$ cat src/rtl/adder_accum.sv
// adder_accum -- beat accumulator with a valid/ready handshake on each side.
//
// Sums zero-extended 8-bit beats into an ACC_W-bit accumulator. A vector closes
// when VEC_LEN beats have been accepted or when a beat carries in_last,
// whichever comes first. The result is then held until downstream takes it.
//
// Parameters:
//   VEC_LEN  beats per vector (1..256)
//   ACC_W    accumulator / result width (9..32)
//
// Ports:
//   clk        rising-edge clock
//   rst        synchronous active-high reset
//   in_valid   upstream beat valid
//   in_ready   beat accepted this cycle (ACCUM state, not in reset)
//   in_data    8-bit unsigned operand
//   in_last    beat closes the vector early
//   out_valid  result held for downstream (HOLD state)
//   out_ready  downstream accepts the result
//   out_sum    accumulated sum
//   out_count  beats in the vector
//   out_ovf    sticky overflow flag for the vector
//
// Compile-time option:
//   ADDER_ACCUM_SATURATE_EN  clamp the accumulator at 2^ACC_W-1 on overflow
//                            instead of wrapping; out_ovf is set either way.

module adder_accum #(
    parameter int unsigned VEC_LEN = 8,
    parameter int unsigned ACC_W   = 16
) (
    input  logic             clk,
    input  logic             rst,
    input  logic             in_valid,
    output logic             in_ready,
    input  logic [7:0]       in_data,
    input  logic             in_last,
    output logic             out_valid,
    input  logic             out_ready,
    output logic [ACC_W-1:0] out_sum,
    output logic [8:0]       out_count,
    output logic             out_ovf
);

    typedef enum logic {
        ACCUM = 1'b0,
        HOLD  = 1'b1
    } state_t;

    localparam logic [8:0] LP_VEC_LEN = 9'(VEC_LEN);

    state_t           r_state;
    state_t           w_state_next;
    logic [ACC_W-1:0] r_acc;
    logic [8:0]       r_cnt;
    logic             r_ovf;

    logic             w_accept;
    logic             w_close;
    logic             w_release;
    logic [ACC_W:0]   w_sum_ext;
    logic             w_carry;
    logic [ACC_W-1:0] w_acc_next;
    logic [8:0]       w_cnt_inc;

    assign w_accept  = in_valid && in_ready;
    assign w_release = (r_state == HOLD) && out_ready;
    assign w_cnt_inc = r_cnt + 9'd1;
    // Reaching VEC_LEN and in_last on the same beat close a single vector.
    assign w_close   = w_accept && (in_last || (w_cnt_inc == LP_VEC_LEN));

    // One extra bit captures the carry out of the accumulator MSB.
    assign w_sum_ext = {1'b0, r_acc} + {{(ACC_W-7){1'b0}}, in_data};
    assign w_carry   = w_sum_ext[ACC_W];

`ifdef ADDER_ACCUM_SATURATE_EN
    // Once clamped, any nonzero beat carries again, so the value stays clamped.
    assign w_acc_next = w_carry ? '1 : w_sum_ext[ACC_W-1:0];
`else
    assign w_acc_next = w_sum_ext[ACC_W-1:0];
`endif

    // State register
    always_ff @(posedge clk) begin
        if (rst) begin
            r_state <= ACCUM;
        end else begin
            r_state <= w_state_next;
        end
    end

    // Next-state logic
    always_comb begin
        w_state_next = r_state;
        unique case (r_state)
            ACCUM: if (w_close)   w_state_next = HOLD;
            HOLD:  if (w_release) w_state_next = ACCUM;
            default: w_state_next = ACCUM;
        endcase
    end

    // Output logic; handshakes are masked while reset is asserted.
    always_comb begin
        in_ready  = 1'b0;
        out_valid = 1'b0;
        if (!rst) begin
            in_ready  = (r_state == ACCUM);
            out_valid = (r_state == HOLD);
        end
    end

    // Datapath: accumulator, beat counter, sticky overflow
    always_ff @(posedge clk) begin
        if (rst || w_release) begin
            r_acc <= '0;
            r_cnt <= '0;
            r_ovf <= 1'b0;
        end else if (w_accept) begin
            r_acc <= w_acc_next;
            r_cnt <= w_cnt_inc;
            if (w_carry) begin
                r_ovf <= 1'b1;
            end
        end
    end

    assign out_sum   = r_acc;
    assign out_count = r_cnt;
    assign out_ovf   = r_ovf;

endmodule
$ cat config.mk
export PLATFORM = sky130hd
export DESIGN_NAME = adder_accum
export DESIGN_NICKNAME = d
export VERILOG_FILES = /design/src/rtl/adder_accum.sv
export SDC_FILE = /design/constraint.sdc
export NUM_CORES = 1
export LEC_CHECK = 0
export CAP_MARGIN = 0
export CORE_UTILIZATION = 43
export DETAILED_ROUTE_END_ITERATION = 6
export PLACE_DENSITY = 0.84
export SLEW_MARGIN = 10
export SYNTH_ARGS = -nofsm -noshare
export SYNTH_HDL_FRONTEND = slang
export SYNTH_SLANG_ARGS = --single-unit
export TNS_END_PERCENT = 20
$ cat constraint.sdc
create_clock -name clk -period 1.9 [get_ports clk]
set_input_delay 0.19 -clock clk [delete_from_list [all_inputs] [get_ports clk]]
set_output_delay 0.19 -clock clk [all_outputs]
set_load 0.02 [all_outputs]
==> summary.md, run 1 <==
The flow ran to the end, and the final reports show no timing, DRC or antenna violations. The number of top-level pins came out at 41. At the worst endpoint, the required time is 1.71 ns.

Port buffering added 40 buffers. The standard-cell row count is 21, and the critical path data arrival time is 1.62 ns. Counting flops with an async set or reset pin after synthesis yields a share of 0%. The logs give 2 for the number of buffers on the longest clock path and 5420 µm for the global-route wire length before repair.

During synthesis, Yosys emitted a total of 0 warnings. On the final layout, the worst clock skew is 0.00759 ns. By instance count, the leading cell after synthesis is sky130_fd_sc_hd__dfxtp_1.

The number of buffers created by CTS is 3. Before antenna repair, the detailed router went through 4 iterations. The largest area contributor in the synthesized netlist was sky130_fd_sc_hd__dfxtp_1. The transition at the pin with the smallest max-transition slack is 0.384 ns. Global routing consumed, over all layers together, 19.4% of the routing resources.

Fill cells in the final layout number 284. The routed design has 3450 µm of wire. The initial antenna violation count is 0. Among all flip-flop cells after synthesis, the most frequent one is sky130_fd_sc_hd__dfxtp_1.

Average footprint of a synthesized cell: 9.44 µm². The number of diodes came out at 0. Setup slack on the critical path of the routed design comes to 0.0861 ns. The area of the core is 3360 µm². The tools report the largest net degree at the start of global routing as 15. The top fanout value on the critical path was 5; the number of enable flip-flop cells after synthesis was 0. The share of synthesized area in the top cell type comes to 35.8%. Before CTS, the worst setup slack after placement is -0.255 ns.

The tools report the total of hold buffers inserted after clock tree synthesis as 0. The critical path capture point type was an output port. Based on the critical path, the design can be clocked at up to 551 MHz. The tools report the H-tree depth reported by CTS as 1.

After clock tree synthesis, the clock-pin slew on the worst setup and hold paths is 0.14 ns. The relative slew slack is 74.4%, and the time the worst path needs with I/O delays and setup is 1.81 ns. Internal power comes to 929 µW.

Per report_power, the clock group accounts for 18.6% of the total. Once detailed placement completed, the half-perimeter wirelength came to 2560 µm. Synthesis handed over a netlist of 160 instances. The net count after synthesis is 184, and the clock insertion delay at the later pin of the skew report is 0.33 ns. In this run the horizontal extent of the chip is 61.3 µm.

The run gives 0.892 as the weighted congestion reported at the end of routability-driven placement. Total count of hold-check failures in the final report: 0. Combinational cells account for 34.4% of the total power. TritonCTS built the clock tree. The root cell of the clock tree was sky130_fd_sc_hd__clkbuf_4. Summing all flip-flop and latch instances after layout gives 543 µm². The number of max-slew violations in the final report came out at 0.

Max-cap violations in this run came to 0. The via count of the first global-routing pass was 1290; the sum of internal, switching and leakage power was 1.33 mW. The die area is 3750 µm².

The combined area of all synthesized cells is 1510 µm². Setup repair after global routing could not meet its margin everywhere. After global routing the overflow that remains totals 0. Distinct cell type count of the synthesized netlist: 40.

Setup violations remaining at the end of the flow were counted as 0. VDD sags by at most 0.344 mV. The period utilization came out at 95.5%.

The routed layout has 1405 vias. The multi-input logic area was 1010 µm². Once the floorplan was initialized, standard cells occupied 44.9% of the core. The register bit count reported by yosys is 27. The sequential share of power is 46.9%, and the area overhead of the layout relative to synthesis is 46.2%. The tools report the reported leakage power as 0.893 nW. The tools report the switching power as 406 µW. By count the netlist is led by sky130_fd_sc_hd__dfxtp_1, sky130_fd_sc_hd__nor2_1, sky130_fd_sc_hd__nand2_1, sky130_fd_sc_hd__ha_1. The switching power as a share of total power is 30.4%. The detail route stage leaves a number of antenna-violating nets equal to 0. Vertical die dimension: 61.3 µm. Dividing total power by cell area gives a power density of 604 nW/µm². The worst setup path is of the in -> out kind.

The per-cell routed wire length was 12.9 µm. The worst setup path is launched from a primary input. In the final design database the tool counted 247 nets. In the routed layout, each cell is associated on average with a via count of 5.24.

The number of clock sinks seen by CTS is 27, and the number of DRC markers after the initial detailed-route iteration is 42. For this run, design rule violations remaining after detail routing come to 0. The worst hold path belongs to the class in -> reg. In the post-synthesis netlist, the biggest area contributors are sky130_fd_sc_hd__dfxtp_1, sky130_fd_sc_hd__ha_1, sky130_fd_sc_hd__xnor2_1. The fraction of layout instances using a drive strength above 1 was 18.5%; the fraction of the yosys area taken by sequential cells was 35.8%.
==> state kept, by name, indices dropped and copies added (netlist names) <==
register / cells
out_sum: 16
out_count: 9
out_ovf: 1
r_state: 1
==> worst paths after layout <==
check,from,end,slack [ns],cells past startpoint
hold reg to reg,out_ovf,out_ovf,0.50,2
setup reg to reg,out_sum[4],out_sum[13],0.09,7
setup / recovery,rst,out_valid,0.09,4
hold / removal,in_last,r_state,0.49,3
==> metrics by stage <==
| stage | instance area (µm²) | hold WS (ns) | cells | util (%) | TNS (ns) |
|---|---|---|---|---|---|
| global route | 2210 | 0.479 | 268 | 65.7 | -0.0144 |
| floorplan | 1510 | 0.321 | 160 | - | 0 |
| finish | 2210 | 0.486 | 268 | 65.7 | 0 |
| CTS | 2140 | 0.492 | 267 | 63.6 | 0 |
| detailed placement | 2110 | 0.467 | 263 | 62.8 | -2.36 |
| global placement | 2110 | 0.468 | 263 | 62.8 | -1.95 |
==> logic make-up (layout without fill, tap and decap cells) <==
group	after synthesis	after routing	share of synthesized area [%]
AO/OA/AOI/OAI	36	36	19.1
XOR/XNOR	18	18	10.4
buffers and inverters	5	67	1.41
multiplexers	6	6	3.98
flip-flops	27	27	35.8
AND/OR/NAND/NOR	57	57	19.7
adder cells (fa/ha/maj)	11	11	9.61
==> layout make-up <==
cell class | instances | share of cell area [%]
Clock buffer | 4 | 1.19
Inverter | 1 | 0.170
Multi-Input combinational cell | 128 | 45.8
Sequential cell | 27 | 24.6
Tap cell | 46 | 2.61
Timing Repair Buffer | 62 | 25.6
==> layout by cell type (no fill, tap or decap), drive strengths merged, types with 6 or more instances in the layout <==
cell type,instances
nand2,15
xnor2,9
nor2,19
dfxtp,27
ha,10
xor2,9
a21oi,8
buf,22
clkdlybuf4s50,40
mux2i,6
==> power by group through the flow <==
stage	Clock [mW]	Sequential (mW)	Combinational, mW
floorplan	0	0.662	0.202
global placement	0	0.631	0.411
detailed placement	0	0.633	0.418
CTS	0.256	0.621	0.420
global route	0.283	0.632	0.497
finish	0.249	0.626	0.460
==> metal layers <==
| layer | global-route usage (%) | vias up | wire length [µm] |
|---|---|---|---|
| li1 | - | 714 | - |
| met4 | 7.14 | 0 | 31 |
| met5 | 0 | - | 0 |
| met1 | 24.1 | 656 | 1520 |
| met2 | 33.5 | 31 | 1740 |
| met3 | 3.36 | 4 | 162 |
==> worst max-delay path: stages <==
cell and delay [ns]:
sky130_fd_sc_hd__clkdlybuf4s50_1 0.44, sky130_fd_sc_hd__buf_4 0.17, sky130_fd_sc_hd__and2b_1 0.21, sky130_fd_sc_hd__clkdlybuf4s50_1 0.61
==> repair_timing <==
| item | 4_1_cts | 5_1_grt |
|---|---|---|
| endpoints found under the setup margin | 0 | 9 |
| buffers inserted | 0 | 1 |
| resized for setup | 0 | 10 |
Note: power is estimated with default switching activity, not from simulation.
==> run 2: changes to the inputs <==
--- a/config.mk
+++ b/config.mk
@@ -5,7 +5,7 @@
 export SDC_FILE = /design/constraint.sdc
 export NUM_CORES = 1
 export LEC_CHECK = 0
-export CAP_MARGIN = 0
+export CAP_MARGIN = 25
 export CORE_UTILIZATION = 43
 export DETAILED_ROUTE_END_ITERATION = 6
 export PLACE_DENSITY = 0.84
==> results of run 2 <==
Same layout as run 1: the final DEF is identical, and so are final timing and power.
==> run 3: changes to the inputs <==
--- a/config.mk
+++ b/config.mk
@@ -7,6 +7,7 @@
 export LEC_CHECK = 0
 export CAP_MARGIN = 25
 export CORE_UTILIZATION = 43
+export CTS_CLUSTER_SIZE = 25
 export DETAILED_ROUTE_END_ITERATION = 6
 export PLACE_DENSITY = 0.84
 export SLEW_MARGIN = 10
==> results of run 3 <==
Same layout as run 1: the final DEF is identical, and so are final timing and power.
